File: src/rtl/host_bfm_types_pkg.sv
// rtl/host_bfm_types_pkg.sv - shared widths, types and index helper for the host BFM TX path
package host_bfm_types_pkg;
    localparam int TDATA_WIDTH      = 32;
    localparam int TUSER_WIDTH      = 8;
    localparam int HOST_BFM_MAX_REQ = 16;

    typedef enum logic {IDLE, LOCKED} arb_state_e;
    typedef logic [3:0] req_idx_t;

    function automatic int wrap_idx(input int v, input int n);
        return (v >= n) ? v - n : v;
    endfunction
endpackage

File: src/rtl/host_bfm_rr_pick.sv
// rtl/host_bfm_rr_pick.sv - combinational round-robin pick starting at rr_ptr
module host_bfm_rr_pick
    import host_bfm_types_pkg::*;
#(
    parameter int NUM_REQ = 4
) (
    input  logic [NUM_REQ-1:0]         req,
    input  logic [$clog2(NUM_REQ)-1:0] rr_ptr,
    output logic [$clog2(NUM_REQ)-1:0] sel,
    output logic                       any
);
    localparam int IDX_W = $clog2(NUM_REQ);

    int idx;

    // Walk from the farthest candidate back to rr_ptr so the nearest one wins.
    always_comb begin
        sel = '0;
        any = 1'b0;
        idx = 0;
        for (int k = NUM_REQ - 1; k >= 0; k--) begin
            idx = wrap_idx(int'(rr_ptr) + k, NUM_REQ);
            if (req[idx]) begin
                sel = IDX_W'(idx);
                any = 1'b1;
            end
        end
    end
endmodule

File: src/rtl/host_bfm_tx_arbiter.sv
// rtl/host_bfm_tx_arbiter.sv - packet-atomic round-robin TX arbiter; HOST_BFM_TX_ARB_STATS_EN adds counters
module host_bfm_tx_arbiter
    import host_bfm_types_pkg::*;
#(
    parameter int NUM_REQ     = 4,
    parameter int TDATA_WIDTH = host_bfm_types_pkg::TDATA_WIDTH,
    parameter int TUSER_WIDTH = host_bfm_types_pkg::TUSER_WIDTH,
    parameter int MAX_BEATS   = 0
) (
    input  logic                           clk,
    input  logic                           rst,
    input  logic [NUM_REQ-1:0]             req_tvalid,
    output logic [NUM_REQ-1:0]             req_tready,
    input  logic [NUM_REQ-1:0]             req_tlast,
    input  logic [NUM_REQ*TDATA_WIDTH-1:0] req_tdata,
    input  logic [NUM_REQ*TDATA_WIDTH/8-1:0] req_tkeep,
    input  logic [NUM_REQ*TUSER_WIDTH-1:0] req_tuser,
    output logic                           out_tvalid,
    input  logic                           out_tready,
    output logic                           out_tlast,
    output logic [TDATA_WIDTH-1:0]         out_tdata,
    output logic [TDATA_WIDTH/8-1:0]       out_tkeep,
    output logic [TUSER_WIDTH-1:0]         out_tuser,
    output logic [$clog2(NUM_REQ)-1:0]     out_src,
    output logic                           busy
`ifdef HOST_BFM_TX_ARB_STATS_EN
    ,
    output logic [NUM_REQ*32-1:0]          stats_pkt_cnt
`endif
);
    localparam int          IDX_W    = $clog2(NUM_REQ);
    localparam int          KEEP_W   = TDATA_WIDTH / 8;
    localparam bit          FORCE_EN = (MAX_BEATS > 0);
    localparam logic [15:0] FORCE_AT = FORCE_EN ? 16'(MAX_BEATS - 1) : 16'hFFFF;

    arb_state_e       state;
    logic [IDX_W-1:0] rr_ptr;
    logic [IDX_W-1:0] grant_idx;
    logic [15:0]      beat_cnt;
    logic [IDX_W-1:0] pick_sel;
    logic             pick_any;
    logic [IDX_W-1:0] sel;
    logic             sel_valid;
    logic             force_last;
    logic             accept;

    host_bfm_rr_pick #(.NUM_REQ(NUM_REQ)) u_rr_pick (
        .req    (req_tvalid),
        .rr_ptr (rr_ptr),
        .sel    (pick_sel),
        .any    (pick_any)
    );

    always_comb begin
        sel        = (state == LOCKED) ? grant_idx : pick_sel;
        sel_valid  = (state == LOCKED) ? req_tvalid[grant_idx] : pick_any;
        force_last = FORCE_EN && (beat_cnt >= FORCE_AT);
    end

    // Outputs are forced quiet while rst is high, not just after the first edge.
    always_comb begin
        out_tvalid = !rst && sel_valid;
        out_tlast  = 1'b0;
        out_tdata  = '0;
        out_tkeep  = '0;
        out_tuser  = '0;
        out_src    = '0;
        req_tready = '0;
        if (out_tvalid) begin
            out_tlast = req_tlast[sel] || force_last;
            out_tdata = req_tdata[int'(sel)*TDATA_WIDTH +: TDATA_WIDTH];
            out_tkeep = req_tkeep[int'(sel)*KEEP_W +: KEEP_W];
            out_tuser = req_tuser[int'(sel)*TUSER_WIDTH +: TUSER_WIDTH];
            out_src   = sel;
        end
        if (!rst && (state == LOCKED || pick_any)) begin
            req_tready[sel] = out_tready;
        end
        busy   = !rst && (state == LOCKED);
        accept = out_tvalid && out_tready;
    end

    always_ff @(posedge clk) begin
        if (rst) begin
            state     <= IDLE;
            rr_ptr    <= '0;
            grant_idx <= '0;
            beat_cnt  <= '0;
        end else if (accept) begin
            if (out_tlast) begin
                state    <= IDLE;
                rr_ptr   <= IDX_W'(wrap_idx(int'(sel) + 1, NUM_REQ));
                beat_cnt <= '0;
            end else if (state == IDLE) begin
                state     <= LOCKED;
                grant_idx <= sel;
                beat_cnt  <= 16'd1;
            end else if (beat_cnt != 16'hFFFF) begin
                beat_cnt <= beat_cnt + 16'd1;
            end
        end
    end

`ifdef HOST_BFM_TX_ARB_STATS_EN
    logic [31:0] stall_cnt [NUM_REQ];
    logic [15:0] forced_release_cnt;

    always_ff @(posedge clk) begin
        if (rst) begin
            stats_pkt_cnt      <= '0;
            forced_release_cnt <= '0;
            for (int i = 0; i < NUM_REQ; i++) begin
                stall_cnt[i] <= '0;
            end
        end else begin
            if (accept && out_tlast) begin
                stats_pkt_cnt[int'(sel)*32 +: 32] <= stats_pkt_cnt[int'(sel)*32 +: 32] + 32'd1;
            end
            if (out_tvalid && !out_tready) begin
                stall_cnt[sel] <= stall_cnt[sel] + 32'd1;
            end
            if (accept && force_last && !req_tlast[sel]) begin
                forced_release_cnt <= forced_release_cnt + 16'd1;
            end
        end
    end
`else
    // Statistics compiled out; arbitration is unaffected.
`endif
endmodule

File: config.mk
export PLATFORM = sky130hd
export DESIGN_NAME = host_bfm_tx_arbiter
export DESIGN_NICKNAME = d
export VERILOG_FILES = /design/src/rtl/host_bfm_types_pkg.sv /design/src/rtl/host_bfm_rr_pick.sv /design/src/rtl/host_bfm_tx_arbiter.sv
export SDC_FILE = /design/constraint.sdc
export NUM_CORES = 1
export LEC_CHECK = 0
export CAP_MARGIN = 20
export CORE_AREA = 4 4 91 93
export CTS_CLUSTER_DIAMETER = 40
export DETAILED_ROUTE_END_ITERATION = 16
export DIE_AREA = 0 0 95 97
export PLACE_DENSITY = 0.83
export SLEW_MARGIN = 25
export SYNTH_ARGS = -nofsm -noshare
export SYNTH_HDL_FRONTEND = slang
export SYNTH_SLANG_ARGS = --single-unit
File: constraint.sdc
create_clock -name clk -period 5.5 [get_ports clk]
set_clock_uncertainty 0.2 [all_clocks]
set_input_delay 1.1 -clock clk [delete_from_list [all_inputs] [get_ports clk]]
set_output_delay 1.1 -clock clk [all_outputs]
set_load 0.05 [all_outputs]
# Word-level counts from Yosys, hierarchy flattened
# Index checks and enable logic that the tools add are counted.
dict set report word_totals {
  register_bits 5
  input_bits 187
  output_inout_bits 53
  elab_cells 79
}
dict set report op_classes {
  n_addsub 9
  magnitude_cmp 12
  n_shift 3
  n_mux 40
  bitwise_logic 3
  reduce_logical 9
}
# op count
set ops {}
lappend ops {{two-way mux 32 bit} 5}
lappend ops {{less-than comparator 32 x 4 -> 1 bit (second input constant)} 4}
lappend ops {{variable part select 128 x 8 -> 32 bit} 1}
lappend ops {{>= comparator 32 x 4 -> 1 bit (second input constant)} 3}
lappend ops {{subtractor 32 x 4 -> 32 bit (second input constant)} 3}
lappend ops {{variable part select 32 x 6 -> 8 bit} 1}
lappend ops {{two-way mux 1 bit} 18}
lappend ops {{variable part select 16 x 5 -> 4 bit} 1}
lappend ops {{two-way mux 2 bit} 7}
lappend ops {{binary-select mux 1 bit (select 2 bit)} 6}
lappend ops {{two-way mux 4 bit} 2}
lappend ops {{two-way mux 8 bit} 1}
lappend ops {{adder 2 x 1 -> 3 bit (second input constant)} 2}
lappend ops {{adder 2 x 2 -> 3 bit (second input constant)} 2}
lappend ops {{less-than comparator 2 x 3 -> 1 bit (second input constant)} 2}
lappend ops {{logical AND 1 bit} 5}
lappend ops {{AND 4 bit} 1}
lappend ops {{subtractor 2 x 3 -> 4 bit (second input constant)} 1}
lappend ops {{>= comparator 2 x 3 -> 1 bit (second input constant)} 1}
lappend ops {{>= comparator 3 bit (second input constant)} 1}
lappend ops {{AND reduction 3 bit} 1}
lappend ops {{demux 1 bit (select 2 bit)} 1}
lappend ops {{>= comparator 2 x 1 -> 1 bit (second input constant)} 1}
lappend ops {{NOT 1 bit} 2}
lappend ops {{other kinds (4)} 4}

# Depth between registers and ports, before layout
dict set report depth {
  word_depth 17
  ltp_mapped 9
  ltp_nobuf 8
}

# Cells and area by module
# Synthesis repeated with hierarchy kept, for this count alone.
dict set report hier_totals {
  hier_cells 170
  hier_area_um2 1920.6
}
# mod instances cells_per_inst area_each_um2 seq_area_each_um2
set by_module_without_submodules {}
lappend by_module_without_submodules {host_bfm_tx_arbiter 1 157 1843.0 100.1}
lappend by_module_without_submodules {host_bfm_rr_pick 1 13 77.6 0.0}

# Least setup slack after synthesis
# Ideal clock, no wire load.
dict set report synth_timing {
  path_kind {in2out}
  startpoint {in req_tvalid[2]}
  endpoint {out out_tdata[26]}
  arrival_ps 3483
  slack_ps 717
  cell_stages 8
  path_cell_list {nand2b_1 > o21ai_0 > a2111oi_4 > a21oi_1 > inv_2 > buf_2 > nor2_1 > a211oi_1}
}
dict set report synth_via {
  elab_chain_len 10
}
# element line_no
set synth_rtl {}
lappend synth_rtl {{start, declared} host_bfm_tx_arbiter.sv:12} ;# input logic [NUM_REQ-1:0] req_tvalid,
lappend synth_rtl {{binary-select mux 1 bit (select 2 bit)} host_bfm_rr_pick.sv:23} ;# if (req[idx]) begin
lappend synth_rtl {{two-way mux 1 bit (not written as such) (2 in series)} host_bfm_rr_pick.sv:23}
lappend synth_rtl {{two-way mux 2 bit or two-way mux 1 bit (tied branches) (4 in series)} host_bfm_rr_pick.sv:23}
lappend synth_rtl {{two-way mux 2 bit or two-way mux 1 bit (tied branches)} {host_bfm_tx_arbiter.sv:55, host_bfm_tx_arbiter.sv:56}}
lappend synth_rtl {{variable part select 128 x 8 -> 32 bit or logical AND 1 bit (tied branches)} {host_bfm_tx_arbiter.sv:71, host_bfm_tx_arbiter.sv:62}}
lappend synth_rtl {{two-way mux 32 bit (*)} host_bfm_tx_arbiter.sv:69} ;# if (out_tvalid) begin
lappend synth_rtl {{end, declared} host_bfm_tx_arbiter.sv:21} ;# output logic [TDATA_WIDTH-1:0] out_tdata,
# Every way passes the cells marked *; elsewhere a longest branch is shown, timed or not. The select of a mux whose other input is x is not followed.

# Final worst setup path
dict set report layout_timing {
  startpoint {in req_tvalid[1]}
  endpoint {out out_tdata[19]}
}
# Same word-level chain as after synthesis.

==> results.py <==
metrics = {
    "place": {
        "preCtsSetupSlack_ps": 305,
        "place_congestion": 0.873,
        "portBuffers": 239,
        "dp_hpwl_um": 9600,
        "placed_cells": 600,
    },
    "worst_setup_path": {
        "biggest_fanout_along_the_worst_timing_path": 44,
        "cp.arrival_ps": 3870,
        "critical_path_sink_type": "output port",
        "critical_path_required_ps": 4200,
        "worst-setup-path-type": "in2out",
        "setup.worst_path.start_class": "input port",
    },
    "clock_tree": {
        "cts_root_buffer": "clkbuf_8",
        "cts.reportedPaths.clkPinSlew_ps": 40,
        "cts_hold_buf": 0,
        "ctsResizeCount": 0,
        "numCtsBuffers": 3,
        "numClockSinks": 5,
        "clkLatencyLatePin_ps": 220,
        "htreeDepth": 1,
        "post_cts_buffers": 0,
        "cts_buffer_depth": 2,
        "tritoncts": "built",
    },
    "floorplan": {
        "core_region_area_um2": 7530,
        "floorplan.initialDensity": 0.286,
        "num_rows": 32,
        "top_level_ports": 240,
        "total_die_area_um2": 9220,
        "die-height_um": 97,
        "die_x_um": 95,
    },
    "finish": {
        "fill_cells": 604,
        "area_delta_synth_final_pct": 140,
        "antennaDiodeCount": 0,
        "final_layout_size_suffix_gt1_frac": 0.223,
        "nets": 694,
        "finalNonFillerCells": 604,
    },
    "sta": {
        "max_freq_mhz": 193,
        "final_period_minus_worst_setup_slack_ps": 5170,
        "setup_viol": 0,
        "maxSlewHeadroom": 0.508,
        "slew_viols_final": 0,
        "final.setup.worst_slack_ps": 326,
        "grt_setup_unrepaired": "no",
        "post-route-period-util": 0.941,
        "final-hold-violation-count": 0,
        "worst-slew-pin-transition_ps": 730,
        "timing.setup.tns_ps": 0,
    },
    "logic_synthesis": {
        "synth_top_cells_by_count": "nor2_1, a211oi_1, mux2_2, mux2i_1, buf_2",
        "synth_edf_count": 0,
        "synthesis.yosys.warnings": 0,
        "synth.lib_cells_used.distinct": 36,
        "mappedNetlistNets": 468,
        "average_cell_area_after_synthesis_um2": 7.77,
        "post-synth-top-area-cell": "mux2_2",
        "synth_top_area_frac": 0.230,
        "synth-seq-area-share": 0.0465,
        "postSynth.topFlopCell": "dfxtp_1",
        "synth.top_cells.by_area": "mux2_2, mux2i_1, a211oi_1",
        "postSynthCellCount": 277,
        "synth.most_common_cell": "nor2_1",
        "syn_area_um2": 2150,
        "ys_seq_elements": 5,
        "synth_async_sr_flop_share": 0,
    },
    "power_and_ir_drop": {
        "power.leakage_uw": 0.00196,
        "power.total_uw": 1300,
        "portion_of_total_power_attributed_to_combinational_logic": 0.904,
        "ir_drop_uv": 178,
        "power.internal_uw": 667,
        "power_switching_share": 0.486,
        "share_of_total_power_in_sequential_cells": 0.042,
        "clockPowerShare": 0.054,
        "netSwitchingPower_uw": 631,
        "power-per-cell-area_nw_per_um2": 251,
    },
    "drt": {
        "via_count": 3082,
        "drtAntennaViolNets": 0,
        "post_drt_via_cell_ratio": 5.10,
        "routed_wl_um": 11200,
        "detail_route.wl_per_cell_um": 18.5,
        "detailedRoute.firstPassIterationCount": 4,
        "post_route_drc_violation_count": 0,
        "drt_iter0_drc": 52,
    },
    "run": {
        "maxCapViolations": 0,
    },
    "run_status": {
        "result_of_the_run": "completed",
    },
    "global_routing": {
        "pin_count_of_the_biggest_net_entering_global_routing": 45,
        "first_pass_grt_wire_length_um": 17000,
        "number_of_antenna_violations_at_the_first_check_in_global_routing": 0,
        "grt_usage": 0.236,
        "grt_pass1_vias": 3323,
        "globalRoute.totalOverflow": 0,
    },
    "worst_hold_path": {
        "min-delay-path-class": "reg2reg",
    },
}
power groups by stage:
stage	Sequential (uW)	Combinational (uW)	Clock, uW
2_1_floorplan	46.5	648	0
3_3_place_gp	52.8	1160	0
3_5_place_dp	54.0	1180	0
4_1_cts	53.6	1180	71.4
5_1_grt	54.5	1240	76.4
6_report	54.1	1170	70.0
placed cells by master (no fill, tap or decap), types with 5 or more instances in the layout:
cell type	count
mux2_2	44
clkdlybuf4s50_1	191
buf_12	51
o21ai_0	6
nor2_1	51
a211oi_1	44
dfxtp_1	5
mux2i_1	44
nand2_1	7
inv_1	7
a21oi_1	9
and2_1	6
layout make-up:
class / instances / area, um2 / share of cell area
timing repair buffer: 245 / 2960 / 0.571
multi-input combinational: 239 / 1910 / 0.369
tap: 102 / 128 / 0.0247
sequential: 5 / 100 / 0.0194
clock buffer: 4 / 45.0 / 0.00871
inverter: 9 / 36.3 / 0.00701
logic make-up after synthesis:
logic type | after synthesis | synth area share
AOI/OAI and AO/OA | 70 | 0.257
adders and majority gates | 4 | 0.0232
buffers and inverters | 33 | 0.0726
DFF | 5 | 0.0465
muxes | 90 | 0.452
and+or+nand+nor | 75 | 0.148
path summary, 6_finish.rpt:
kind,startpoint,depth (start not counted),slack (ps),endpoint
hold reg to reg,rr_ptr[0],2,320,rr_ptr[0]
setup / recovery,req_tvalid[1],10,330,out_tdata[19]
hold / removal,rr_ptr[0],2,320,rr_ptr[0]
setup reg to reg,state,9,2520,rr_ptr[0]
registers in the layout (all words and copies together) (netlist names):
name / flops
grant_idx: 2
rr_ptr: 2
state: 1
metrics by stage:
| stage | hold WS [ps] | instance area (um2) | util |
|---|---|---|---|
| floorplan | 260 | 2150 | - |
| global placement | 290 | 5130 | 0.681 |
| detailed placement | 316 | 5130 | 0.681 |
| CTS | 323 | 5170 | 0.687 |
| global route | 353 | 5170 | 0.687 |
| finish | 318 | 5170 | 0.687 |
worst max-delay path: stages:
cell and delay [ps]:
clkdlybuf4s50_1 540, nand2b_1 170, a21oi_1 110, a2111oi_4 480
a21oi_1 180, inv_2 290, buf_12 260, nor2_1 90
a211oi_1 450, buf_12 200
layer usage:
metal  global-route usage  part of all wire
met5                    0                 0
met4               0.0877             0.038
met3               0.0863             0.099
met2                0.451              0.54
met1                0.221              0.33
Note: power is estimated with default switching activity, not from simulation.
